==> src/rtl/conv2x2_stream_engine.sv <==
// 2x2 convolution engine: loads image rows and kernels one beat at a time,
// computes windows as soon as their rows and kernel are present, and streams
// results out with stall on fifo_full.
`timescale 1ns/1ps
module conv2x2_stream_engine #(
    parameter int unsigned IMG_N = 6,
    parameter int unsigned NUM_K = 6,
    parameter int unsigned PIX_W = 3,
    parameter int unsigned KW    = 3,
    parameter int unsigned OUT_W = PIX_W + KW + 2
) (
    input  logic                          clk,
    input  logic                          rst_n,
    input  logic                          in_valid,
    input  logic [IMG_N*PIX_W+4*KW-1:0]   in_data,
    input  logic                          stride_mode,
    input  logic                          fifo_full,
    output logic                          out_valid,
    output logic [OUT_W-1:0]              out_data,
    output logic                          busy,
    output logic                          done
);

    localparam int unsigned L     = (IMG_N > NUM_K) ? IMG_N : NUM_K;
    localparam int unsigned CW    = $clog2(L + 1);
    localparam int unsigned RW    = $clog2(IMG_N);
    localparam int unsigned KIW   = (NUM_K > 1) ? $clog2(NUM_K) : 1;
    localparam int unsigned LAST1 = IMG_N - 2;
    localparam int unsigned LAST2 = (IMG_N - 2) / 2;

    typedef enum logic [1:0] {StIdle, StLoadCnn, StDone} state_e;

    state_e          state_q, state_d;
    logic [CW-1:0]   load_cnt_q, load_cnt_d;
    logic [CW-1:0]   wx_q, wx_d, wy_q, wy_d, k_q, k_d;
    logic            stride_q, stride_d;
    logic            busy_q, busy_d;

    logic [PIX_W-1:0] pix_q [IMG_N][IMG_N];
    logic [4*KW-1:0]  kern_q [NUM_K];

    logic            accept, ready, fire;
    logic [CW-1:0]   beat_idx, last_pos;
    logic [RW-1:0]   r0, r1, c0, c1;
    logic [KIW-1:0]  ki;
    logic [31:0]     rows_needed;
    logic [OUT_W-1:0] sum;

    // Beat acceptance, window addressing, readiness and the MAC result.
    always_comb begin
        accept   = in_valid && ((state_q != StLoadCnn) || (load_cnt_q < CW'(L)));
        // A beat outside a frame is always beat 0 of a new frame.
        beat_idx = (state_q == StLoadCnn) ? load_cnt_q : '0;
        last_pos = stride_q ? CW'(LAST2) : CW'(LAST1);
        r0 = stride_q ? RW'({wy_q, 1'b0}) : RW'(wy_q);
        c0 = stride_q ? RW'({wx_q, 1'b0}) : RW'(wx_q);
        r1 = r0 + RW'(1);
        c1 = c0 + RW'(1);
        ki = KIW'(k_q);
        rows_needed = 32'(stride_q ? {wy_q, 1'b0} : {1'b0, wy_q}) + 32'd2;
        ready = (state_q == StLoadCnn) && (32'(load_cnt_q) >= rows_needed) &&
                (load_cnt_q > k_q);
        fire  = ready && !fifo_full;
        sum = OUT_W'(pix_q[r0][c0]) * OUT_W'(kern_q[ki][0*KW +: KW]) +
              OUT_W'(pix_q[r0][c1]) * OUT_W'(kern_q[ki][1*KW +: KW]) +
              OUT_W'(pix_q[r1][c0]) * OUT_W'(kern_q[ki][2*KW +: KW]) +
              OUT_W'(pix_q[r1][c1]) * OUT_W'(kern_q[ki][3*KW +: KW]);
        out_valid = fire;
        out_data  = fire ? sum : '0;
        busy      = busy_q;
        done      = (state_q == StDone);
    end

    // Frame FSM and window counters (wx fastest, then wy, then k).
    always_comb begin
        state_d    = state_q;
        load_cnt_d = load_cnt_q;
        wx_d       = wx_q;
        wy_d       = wy_q;
        k_d        = k_q;
        stride_d   = stride_q;
        busy_d     = busy_q;
        unique case (state_q)
            StIdle, StDone: begin
                wx_d = '0;
                wy_d = '0;
                k_d  = '0;
                if (accept) begin
                    state_d    = StLoadCnn;
                    load_cnt_d = CW'(1);
                    stride_d   = stride_mode;
                    busy_d     = 1'b1;
                end else begin
                    state_d    = StIdle;
                    load_cnt_d = '0;
                    busy_d     = 1'b0;
                end
            end
            StLoadCnn: begin
                if (accept) load_cnt_d = load_cnt_q + CW'(1);
                if (fire) begin
                    if (wx_q != last_pos) begin
                        wx_d = wx_q + CW'(1);
                    end else begin
                        wx_d = '0;
                        if (wy_q != last_pos) begin
                            wy_d = wy_q + CW'(1);
                        end else begin
                            wy_d = '0;
                            if (k_q != CW'(NUM_K - 1)) begin
                                k_d = k_q + CW'(1);
                            end else begin
                                k_d     = '0;
                                state_d = StDone;
                                busy_d  = 1'b0;
                            end
                        end
                    end
                end
            end
            default: state_d = StIdle;
        endcase
    end

    // State, counter and flag registers.
    always_ff @(posedge clk or negedge rst_n) begin
        if (!rst_n) begin
            state_q    <= StIdle;
            load_cnt_q <= '0;
            wx_q       <= '0;
            wy_q       <= '0;
            k_q        <= '0;
            stride_q   <= 1'b0;
            busy_q     <= 1'b0;
        end else begin
            state_q    <= state_d;
            load_cnt_q <= load_cnt_d;
            wx_q       <= wx_d;
            wy_q       <= wy_d;
            k_q        <= k_d;
            stride_q   <= stride_d;
            busy_q     <= busy_d;
        end
    end

    // Row and kernel storage, written by accepted beats.
    always_ff @(posedge clk or negedge rst_n) begin
        if (!rst_n) begin
            for (int r = 0; r < IMG_N; r++) begin
                for (int c = 0; c < IMG_N; c++) pix_q[r][c] <= '0;
            end
            for (int k = 0; k < NUM_K; k++) kern_q[k] <= '0;
        end else if (accept) begin
            if (beat_idx < CW'(IMG_N)) begin
                for (int c = 0; c < IMG_N; c++) begin
                    pix_q[RW'(beat_idx)][c] <= in_data[4*KW + c*PIX_W +: PIX_W];
                end
            end
            if (beat_idx < CW'(NUM_K)) kern_q[KIW'(beat_idx)] <= in_data[4*KW-1:0];
        end
    end

endmodule

==> config.mk <==
export PLATFORM = sky130hd
export DESIGN_NAME = conv2x2_stream_engine
export DESIGN_NICKNAME = d
export VERILOG_FILES = /design/src/rtl/conv2x2_stream_engine.sv
export SDC_FILE = /design/constraint.sdc
export NUM_CORES = 1
export LEC_CHECK = 0
export CAP_MARGIN = 20
export CORE_ASPECT_RATIO = 0.9
export CORE_MARGIN = 2
export CORE_UTILIZATION = 50
export DETAILED_ROUTE_END_ITERATION = 8
export HOLD_SLACK_MARGIN = 0.02
export PLACE_DENSITY = 0.8
export SYNTH_ARGS = -nofsm -noshare
export SYNTH_HDL_FRONTEND = slang
export SYNTH_SLANG_ARGS = --single-unit
==> constraint.sdc <==
create_clock -name clk -period 6.96 [get_ports clk]
set_input_delay 0.696 -clock clk [delete_from_list [all_inputs] [get_ports clk]]
set_output_delay 0.696 -clock clk [all_outputs]
set_load 0.01 [all_outputs]
==> impl_metrics.csv <==
group,metric,value,unit
status,status,"complete, but fails checks",
status,violations,"setup timing",
final_layout,area_delta_synth_final,24.9,%
global_routing,grt_usage,27.9,%
final_layout,seq_area,4910,um2
route,drt-vias-per-instance,6.23,
place,numPortBuffers,45,
route,drc,0,
logic_synthesis,yosysSeqAreaShare,38.8,%
floorplan,core_area,25000,um2
power_and_ir_drop,power_density,482,nW/um2
place,place_congestion,1.01,
route,ant_nets,0,
sta,tightestPinTransition,1010,ps
critical_path,path_class,"reg2out",
route,postRouteWirelength,36.6,mm
floorplan,start_util,50.6,%
floorplan,die_area,26600,um2
route,wire_per_inst,22.5,um
cts,cts-root-to-sink-buffers,2,
floorplan,io_pins,46,
route,vias,10100,
sta,rsz0062_at_grt,"true",
sta,drv_slew,0,
logic_synthesis,yosysTopAreaCell,"dfrtp_1",
cts,clk_pin_slew_worst_paths,90,ps
floorplan,die_h,155,um
logic_synthesis,yosysWarnings,0,
global_routing,antenna_found_initial,0,
logic_synthesis,async_flop_share,100,%
sta,finClkSkew,20.0,ps
logic_synthesis,ys_ff_latch,196,
sta,period_share,102,%
place,place_worst_setup_slack,-352,ps
global_routing,grt_start_max_net_pins,124,
floorplan,std_cell_rows,55,
logic_synthesis,synth_edf_count,0,
final_layout,nets,1365,
power_and_ir_drop,leakagePower,6.70,nW
logic_synthesis,synthesis.area,12600,um2
sta,setup_viol,4,
final_layout,layout-drive-gt1-share,41.0,%
final_layout,multi_input_area,7730,um2
power_and_ir_drop,ir_drop,310,uV
final_layout,finalNonFillerCells,1628,
logic_synthesis,syn_area_per_cell,11.2,um2
global_routing,grt_pass1_wl,56.9,mm
cts,clock-root-buffer,"clkbuf_16",
logic_synthesis,syn_nets,1220,
global_routing,grt_pass1_vias,10200,
cts,clock_latency,460,ps
place,post-dp-hpwl,24.5,mm
logic_synthesis,synthCells,1128,
sta,max_clock_freq,0.141,GHz
logic_synthesis,synth_cell_type_count,73,
critical_path,startpoint_type,"flip-flop",
sta,fin_crit,7100,ps
cts,cts_max_level,4,
critical_path,cp-end-kind,"output port",
cts,cts_sinks,196,
logic_synthesis,yosysTopAreaCellShare,38.8,%
final_layout,fillerInstances,1876,
critical_path,required,6260,ps
logic_synthesis,synthFlopType,"dfrtp_1",
critical_path,worst-r2r-cell-count,12,
sta,finalHoldViolCount,0,
final_layout,diodes,0,
logic_synthesis,yosys-top-cells-area,"dfrtp_1, mux2_2, mux2i_1, mux4_2, fa_1",
job,drv_cap,0,
cts,numCtsBuffers,17,
floorplan,chipWidth,172,um
critical_path,worstPathArrival,6400,ps
cts,cts_tree,"done",
min_path,hold_path_class,"in2async",
route,first_pass_iters,6,
global_routing,grt_overflow_total,0,
critical_path,cp_max_fo,6,
sta,relSlewSlack,32.9,%
sta,finalWorstSetupSlack,-138,ps
place,numPlacedInstances,1569,
route,drt_iter0_markers,990,
[placed cells by master (no fill, tap or decap), drive strengths merged, types with 32 or more instances in the layout]
cell type,instances
mux2,196
dfrtp,196
buf,154
inv,64
mux2i,62
nand2,59
nor2,55
clkdlybuf4s50,38
a21oi,36
nor2b,32
ha,32
o21ai,32
[routing by layer]
metal	vias to the layer above	part of all wire [%]	global-route usage [%]
li1	4410	-	-
met1	5146	42	39.2
met2	506	47	44.3
met3	86	8.1	3.99
met4	0	3.0	10.3
met5	-	0	0
[power breakdown]
group | leakage (nW) | switching, W | internal, W | total (W)
clock network | 0.324 | 0.000588 | 0.000522 | 0.00111
registers | 2.36 | 0.000440 | 0.00168 | 0.00213
logic | 4.01 | 0.00209 | 0.00228 | 0.00437
total | 6.70 | 0.00312 | 0.00448 | 0.00760
[path summary, 6_finish.rpt]
| kind | start | slack, ps | end |
|---|---|---|---|
| max reg2reg | wy_q[1]$_DFFE_PN0P_ | 3870 | busy$_DFFE_PN0P_ |
| min | rst_n | 330 | pix_q[95]$_DFFE_PN0P_ |
| min reg2reg | kern_q[35]$_DFFE_PN0P_ | 510 | kern_q[35]$_DFFE_PN0P_ |
| max in group asynchronous | rst_n | 5120 | pix_q[102]$_DFFE_PN0P_ |
| min in group clk | kern_q[35]$_DFFE_PN0P_ | 510 | kern_q[35]$_DFFE_PN0P_ |
| max | stride_q$_DFFE_PN0P_ | -140 | out_data[6] |
[worst max-delay path: stages (launching register included)]
cell and delay, ps:
dfrtp_2 440, nand2b_4 170, nand2_4 60, ha_4 350
buf_6 160, buf_6 130, mux4_2 300, mux2_4 320
nand3_2 80, and4bb_2 290, a21o_1 150, fa_1 450
fa_1 510, inv_2 40, fa_2 560, inv_2 40
fa_2 520, inv_2 40, ha_4 260, ha_4 120
inv_2 30, fa_2 340, inv_2 50, a21o_1 110
a21oi_2 50, xor2_1 150, nor2_1 80, buf_2 140
[sequential cells by signal, summed over array words and instances (netlist names)]
name        cells
load_cnt_q      3
k_q             3
pix_q         108
wx_q            3
kern_q         72
busy            1
stride_q        1
state_q         2
wy_q            3
[repair_timing]
action                                  4_1_cts  5_1_grt
resized for setup                            81       60
cloned                                        0        3
buffers inserted                             13        9
endpoints found under the setup margin        6        6
hold buffers                                  0        0
hold endpoints to repair                      0        0
pin swaps                                    36       37
[synth_stat cells (7+ instances only)]
cell type	count
nor2b_1	32
o21a_1	13
mux4_2	27
nor3_1	21
dfrtp_1	196
fa_1	25
nand2_1	59
o21bai_1	13
inv_1	53
or2_2	7
mux2_2	196
a21o_1	11
nand2b_1	15
nand3_1	19
a31oi_1	23
clkbuf_1	38
o2bb2ai_1	11
o22ai_1	10
ha_1	32
mux2i_1	61
a21oi_1	36
o21ai_0	31
buf_2	19
nor2_1	55
nor3b_1	11
[cell type report]
class	count	share of cell area, %
Multi-Input combinational cell	805	49.0
Clock buffer	17	2.70
Timing Repair Buffer	197	11.6
Inverter	56	1.37
Tap cell	342	2.71
Sequential cell	196	31.1
Clock inverter	15	1.55
[logic make-up (layout without fill, tap and decap cells)]
logic type / count (synthesis) / count (layout) / share of synthesized area [%]
mux: 285 / 285 / 27.3
simple gates: 256 / 256 / 10.6
xor+xnor: 8 / 8 / 0.674
compound gates: 199 / 199 / 11.0
flops: 196 / 196 / 38.8
buf+inv: 127 / 285 / 4.45
fa+ha+maj: 57 / 57 / 7.13
[per-stage QoR]
stage	hold slack [ps]	setup TNS (ps)	utilization (%)	power, W	instance area, um2
global placement	482	-1210	57.1	0.00567	14300
global route	445	-1130	63.2	0.00796	15800
floorplan	400	0	-	0.00431	12700
detailed placement	490	-1400	57.2	0.00580	14300
CTS	429	-354	61.3	0.00717	15300
finish	332	-363	63.2	0.00760	15800
Note: power is estimated with default switching activity, not from simulation.
